File: src/rtl/reg_file_sb.sv
// ---------------------------------------------------------------------------
// reg_file_sb : register file with two write ports, two read ports and a
// per-register busy (pending producer) scoreboard.
//
// Parameters
//   DBITS    : width of each register
//   REG_BITS : register index width, 2**REG_BITS registers
//   ZERO_R0  : 1 = r0 reads as zero, ignores writes and reserves
//   BYPASS   : 1 = a write enabled this cycle is forwarded to matching reads
//
// Ports
//   CLK, RESET          : rising-edge clock, asynchronous active-high reset
//   WrEn0, RD0, In0     : write port 0 (enable, destination index, data)
//   WrEn1, RD1, In1     : write port 1; wins over port 0 on the same index
//   RS1, RS2            : read indices
//   Out1, Out2          : combinational read data for RS1 / RS2
//   RsvEn, RsvReg       : reserve request, sets the busy bit of RsvReg
//   Busy1, Busy2        : busy bit of RS1 / RS2 as currently stored
//
// Interface timing: writes and reserves are single-cycle enables sampled on
// the rising edge; there is no back-pressure, so every enabled request
// seen at an edge outside reset takes effect at that edge.
// ---------------------------------------------------------------------------
module reg_file_sb #(
  parameter int DBITS    = 32,
  parameter int REG_BITS = 4,
  parameter int ZERO_R0  = 0,
  parameter int BYPASS   = 1
) (
  input  logic                CLK,
  input  logic                RESET,
  input  logic                WrEn0,
  input  logic [REG_BITS-1:0] RD0,
  input  logic [DBITS-1:0]    In0,
  input  logic                WrEn1,
  input  logic [REG_BITS-1:0] RD1,
  input  logic [DBITS-1:0]    In1,
  input  logic [REG_BITS-1:0] RS1,
  input  logic [REG_BITS-1:0] RS2,
  output logic [DBITS-1:0]    Out1,
  output logic [DBITS-1:0]    Out2,
  input  logic                RsvEn,
  input  logic [REG_BITS-1:0] RsvReg,
  output logic                Busy1,
  output logic                Busy2
);

  localparam int NREGS = 1 << REG_BITS;

  logic [DBITS-1:0] regs [NREGS];
  logic [NREGS-1:0] busy;

  // Requests aimed at a hardwired r0 are dropped before they reach state.
  logic wr0_ok;
  logic wr1_ok;
  logic rsv_ok;

  assign wr0_ok = WrEn0 && !((ZERO_R0 != 0) && (RD0 == '0));
  assign wr1_ok = WrEn1 && !((ZERO_R0 != 0) && (RD1 == '0));
  assign rsv_ok = RsvEn && !((ZERO_R0 != 0) && (RsvReg == '0));

  // Later non-blocking assignments win: port 1 over port 0 on data, and a
  // reserve over a write clear on the busy bit (the reserve names a newer
  // producer than the write that is retiring).
  always_ff @(posedge CLK or posedge RESET) begin
    if (RESET) begin
      busy <= '0;
      for (int i = 0; i < NREGS; i++) begin
        regs[i] <= '0;
      end
    end else begin
      if (wr0_ok) begin
        regs[RD0] <= In0;
        busy[RD0] <= 1'b0;
      end
      if (wr1_ok) begin
        regs[RD1] <= In1;
        busy[RD1] <= 1'b0;
      end
      if (rsv_ok) begin
        busy[RsvReg] <= 1'b1;
      end
    end
  end

  // Two identical read ports, built from one loop.
  logic [REG_BITS-1:0] rs    [2];
  logic [DBITS-1:0]    rdata [2];
  logic [1:0]          rbusy;

  assign rs[0] = RS1;
  assign rs[1] = RS2;

  always_comb begin
    for (int p = 0; p < 2; p++) begin
      rdata[p] = regs[rs[p]];
      rbusy[p] = busy[rs[p]];
      // Forwarding only affects data; busy always reflects stored state.
      if (BYPASS != 0) begin
        if (wr1_ok && (RD1 == rs[p])) begin
          rdata[p] = In1;
        end else if (wr0_ok && (RD0 == rs[p])) begin
          rdata[p] = In0;
        end
      end
      if ((ZERO_R0 != 0) && (rs[p] == '0)) begin
        rdata[p] = '0;
        rbusy[p] = 1'b0;
      end
    end
  end

  assign Out1  = rdata[0];
  assign Out2  = rdata[1];
  assign Busy1 = rbusy[0];
  assign Busy2 = rbusy[1];

endmodule

File: config.mk
export PLATFORM = sky130hd
export DESIGN_NAME = reg_file_sb
export DESIGN_NICKNAME = d
export VERILOG_FILES = /design/src/rtl/reg_file_sb.sv
export SDC_FILE = /design/constraint.sdc
export NUM_CORES = 2
export LEC_CHECK = 0
export BUFFER_PORTS_ARGS = -buffer_cell sky130_fd_sc_hd__buf_4
export CELL_PAD_IN_SITES_DETAIL_PLACEMENT = 0
export CELL_PAD_IN_SITES_GLOBAL_PLACEMENT = 2
export CORE_ASPECT_RATIO = 1.5
export CORE_MARGIN = 3
export CORE_UTILIZATION = 42
export DETAILED_ROUTE_END_ITERATION = 8
export GPL_TIMING_DRIVEN = 0
export PLACE_DENSITY = 0.79
export SLEW_MARGIN = 10
export SYNTH_ARGS = -nofsm -noshare
export SYNTH_HDL_FRONTEND = slang
export SYNTH_SLANG_ARGS = --single-unit
File: constraint.sdc
create_clock -name CLK -period 20.8 [get_ports CLK]
set_input_delay 4.16 -clock CLK [delete_from_list [all_inputs] [get_ports CLK]]
set_output_delay 4.16 -clock CLK [all_outputs]
set_load 0.1 [all_outputs]
; ---- Yosys cells after proc, flatten, opt, wreduce, memory -nomap -nowiden
; Index checks and enable logic that the tools add are counted.
[totals]
register_bits = 528
inputBits = 89
output_inout_bits = 66
word_cells = 84
[op_classes]
magnitude_cmp = 14
eq_ne = 4
muxes = 31
n_bitwise = 9
reduce_logical = 9
[op_table]
columns = cell, n
row1 = 512-bit bitwise mux, 2
row2 = 512-bit 2-to-1 mux, 2
row3 = 32-bit 2-to-1 mux, 10
row4 = 32-bit binary-select mux with 4-bit select, 2
row5 = 32-bit demux with 4-bit select, 2
row6 = 16-bit 2-to-1 mux, 3
row7 = 16-bit AND, 2
row8 = 16-bit inverter, 2
row9 = "4-bit by 5-bit less-than comparator with 1-bit output, second input constant", 5
row10 = "5-bit >= comparator, second input constant", 4
row11 = 4-bit inverter with 5-bit output, 4
row12 = 4-bit equality test, 4
row13 = 16-bit OR, 1
row14 = 1-bit demux with 4-bit select, 3
row15 = "4-bit by 1-bit >= comparator with 1-bit output, second input constant", 3
row16 = "5-bit by 1-bit less-than comparator with 1-bit output, second input constant", 2
row17 = 1-bit logical AND, 9
row18 = 1-bit binary-select mux with 4-bit select, 2
row19 = 1-bit 2-to-1 mux, 5

; ---- Depth between registers and ports, before layout
[depth]
ltp_word = 11
depth_mapped = 9
mapped_depth_nobuf = 5

; ---- Least setup slack after synthesis
; Ideal clock, no wire load.
[synth_timing]
path_kind = input port to output port
startpoint = input RS1[1]
endpoint = output Out1[15]
arrival_time_ns = 6.107
required_ns = 16.640
slack_ns = 10.533
stages = 9
cell_sequence = buf_6 buf_6 buf_4 nor2b_1 buf_2 a221oi_1 o21ai_1 nand4_1 o221a_1
[synth_via]
elab_chain_cells = 6
word_cells_on_any_way = 10
cone_classes = 2 x eq/ne / 5 x mux / 1 x bitwise / 2 x reduce/logical
[synth_rtl]
columns = item, line
row1 = "start, declared", 38  ; input logic [REG_BITS-1:0] RS1,
row2 = 4-bit inverter with 5-bit output (implied by the code), 96  ; rdata[p] = regs[rs[p]];
row3 = 32-bit binary-select mux with 4-bit select, 96
row4 = 32-bit 2-to-1 mux (implied by the code) (2 in series), 96
row5 = 32-bit 2-to-1 mux, 102  ; end else if (wr0_ok && (RD0 == rs[p])) begin
row6 = 32-bit 2-to-1 mux (*), 100  ; if (wr1_ok && (RD1 == rs[p])) begin
row7 = "end, declared", 40  ; output logic [DBITS-1:0] Out1,
; Mark *: on every way between the ends. The rest lies on a longest branch, timed or not. The select of a mux whose other input is x is not followed.

; ---- Worst setup path after layout
[layout_timing]
startpoint = input RS2[1]
endpoint = output Out2[24]
[layout_via]
elab_chain_cells = 6
word_cells_on_any_way = 10
cone_classes = 2 x eq/ne / 5 x mux / 1 x bitwise / 2 x reduce/logical
[layout_rtl]
columns = item, line
row1 = "start, declared", 39  ; input logic [REG_BITS-1:0] RS2,
row2 = 4-bit inverter with 5-bit output (implied by the code), 96
row3 = 32-bit binary-select mux with 4-bit select, 96
row4 = 32-bit 2-to-1 mux (implied by the code) (2 in series), 96
row5 = 32-bit 2-to-1 mux, 102
row6 = 32-bit 2-to-1 mux (*), 100
row7 = "end, declared", 41  ; output logic [DBITS-1:0] Out2,
; Marks and branches as above.

==> impl_metrics.yaml <==
global_routing:
  grt_start_max_net_pins: 113
  grt_usage_pct: 44.27
  grt-ovfl-total: 0
  grt_pass1_wl_mm: 257.3
  antenna_found_initial: 13
  grt_pass1_vias: 31975
routing:
  wl_mm: 190.8
  dr.pass1.iters: 8
  wl_per_cell_um: 41.69
  drtAntennaViolNets: 0
  vias: 32005
  vias_per_cell: 6.994
  drc: 0
  drt_iter0_drc: 4282
timing:
  grt_setup_unrepaired: "false"
  setup_viol: 0
  finClkSkew_ns: 0
  min_period_over_period_pct: 56.61
  fmax_mhz: 84.92
  hold_viol_final: 0
  drv_slew: 10
  slew_headroom_pct: -0.1542
  period_needed_ns: 11.78
  tightest_slew_ns: 1.502
  setup_slack_ns: 9.025
job:
  maxCapViolCount: 1
floorplanning:
  dieArea_sq_um: 85190
  die_w_um: 239.3
  core_area_sq_um: 80400
  die_y_um: 356.0
  io_pins: 155
  initial_utilization_pct: 42.65
  rows: 127
power_and_ir_drop:
  power_density_nw_per_um2: 102.6
  ir_drop_uv: 74.47
  p_leak_uw: 0.01609
layout:
  final_common_cell: "mux2i_1"
  mostFrequentLayoutCells: "mux2i_1 (640), dfrtp_1 (528), nor2_1 (334), a21oi_1 (320), nand2_1 (291)"
  drive_above_1_share_pct: 18.86
  final_area_sq_um: 38490
  syn_to_final_growth_pct: 12.22
  nets: 3579
run_status:
  outcome: "finished, violations left"
  violations: "capacitance limit, slew limit"
hold_path:
  hold_class: "reg -> reg"
  hold_start: "busy[5]$_DFF_PP0_"
  worstHoldEndpoint: "busy[5]$_DFF_PP0_"
  hold_depth: 2
worst_setup_path:
  endpoint_kind: "primary output"
  criticalPathCategory: "in -> out"
  cp_data_arrival_time_ns: 7.62
  r2r_slack_ns: 19.95
  crit_fanout: 11
  worstPathRequired_ns: 16.64
  startpoint_type: "input port"
  worstReg2RegStart: "regs[430]$_DFF_PP0_"
  setup.worst_path.start: "RS2[1]"
  ff2ff_path_depth: 2
  rr_endpoint: "regs[430]$_DFF_PP0_"
placed_design:
  routabilityCongestion: 1.044
  hpwl_mm: 129.3
  numPortBuffers: 79
  place_area_sq_um: 36500
  place_ws_ns: 9.291
cts:
  cts_htree_levels: 2
  cts_hold_buf: 0
  clkSinkCount: 528
  clockBufferDepth: 3
  cts_tree: "built"
  clk_pin_slew_ns: 0.07
  cts_resized: 0
  cts_setup_buffers: 0
  cts_buffers: 57
  cts-root-buf: "clkbuf_16"
  clock_latency_ns: 0.66
synth:
  synth.avg_cell_area_sq_um: 10.26
  synth_flop_cell: "dfrtp_1"
  synthCells: 3341
  ys_types: 36
  syn_area_sq_um: 34290
  synth_edf_count: 0
  yosys_register_bits: 528
  syn_nets: 3430
  synthArstFlopShare_pct: 100.0
  seq_area_frac_synth_pct: 38.53
  yosys_warnings: 0
[report_power, final]
group	switching, uW	total (uW)	internal [uW]
combinational	786	1320	536
sequential	220	1510	1290
clock	490	1120	626
[worst max-delay path: stages]
cell	delay, ns
buf_6	0.10
buf_6	0.28
xor2_1	0.18
nor3_1	0.06
nand3_1	0.39
nand2b_1	0.57
clkbuf_1	1.08
o221a_2	0.47
buf_4	0.31
[through the flow]
step | hold slack (ns) | utilization, % | std cells | setup TNS (ns) | power [uW]
2_1_floorplan | 0.5033 | - | 3341 | 0 | 2421
3_5_place_dp | 0.5371 | 45.39 | 4463 | 0 | 2808
3_3_place_gp | 0.5194 | 45.00 | 4452 | -2683.47 | 2753
6_report | 0.5577 | 47.87 | 4576 | 0 | 3948
5_1_grt | 0.5733 | 47.84 | 4568 | 0 | 4073
4_1_cts | 0.5506 | 47.83 | 4568 | 0 | 3906
[routing by layer]
metal | GRT usage [%] | part of all wire (%) | up-vias
met5 | 0.3497 | 0.031 | -
li1 | - | - | 12537
met1 | 49.90 | 34 | 16092
met4 | 41.09 | 11 | 8
met2 | 64.69 | 43 | 2490
met3 | 16.20 | 12 | 878
[cell usage after synthesis, types with 2 or more instances]
library cell / instances / area, sq um
mux2_2: 64 / 720.7
buf_4: 27 / 202.7
dfrtp_1: 528 / 13210
or3_1: 2 / 12.51
nor3b_1: 2 / 15.01
buf_6: 12 / 135.1
inv_1: 3 / 11.26
and3b_1: 2 / 17.52
nor3_1: 4 / 20.02
nand3b_1: 2 / 15.01
buf_2: 89 / 445.4
a21oi_1: 320 / 1602
nor2_1: 336 / 1261
a221oi_1: 64 / 560.5
nor2b_1: 9 / 56.30
o21ai_1: 47 / 235.2
and2_1: 7 / 43.79
o221a_2: 63 / 709.4
mux4_2: 202 / 4549
a32o_1: 6 / 60.06
buf_1: 78 / 292.8
nand4_1: 64 / 400.4
nand3_1: 9 / 45.04
nand2_1: 291 / 1092
nand2b_1: 7 / 43.79
xor2_1: 12 / 105.1
xnor2_1: 4 / 35.03
mux2i_1: 640 / 6406
and3_1: 2 / 12.51
clkbuf_1: 222 / 833.3
o21ai_0: 218 / 1091
[logic make-up after synthesis]
kind of cell / after synthesis / share of synthesized area, %
AO/OA/AOI/OAI: 720 / 12.47
XOR/XNOR: 16 / 0.4086
buffers and inverters: 431 / 5.600
flip-flops: 528 / 38.53
multiplexers: 906 / 34.05
AND/OR/NAND/NOR: 740 / 8.942
[final cells by class]
type                       count  area [sq um]
clock buffer                  90          1790
clock inverter                15         172.7
tap                         1032          1291
fill                        7627         41920
timing repair buffer          90         872.1
antenna                        8         20.02
inverter                       3         18.77
sequential                   528         13210
buffer                       428          1933
multi-input combinational   2382         19170
[state kept, by name, summed over array words and instances, names as in the netlist]
register  flops
busy         16
regs        512
[worst max-delay path by stage]
stage	endpoint	slack, ns	cells past startpoint
2_1_floorplan	busy[0]$_DFF_PP0_	1.89	1
3_3_place_gp	regs[229]$_DFF_PP0_	-5.18	2
3_5_place_dp	Out2[24]	9.29	9
4_1_cts	Out2[24]	9.29	9
5_1_grt	Out1[12]	9.09	8
6_report	Out2[24]	9.02	9
(Power assumes the default switching activity.)
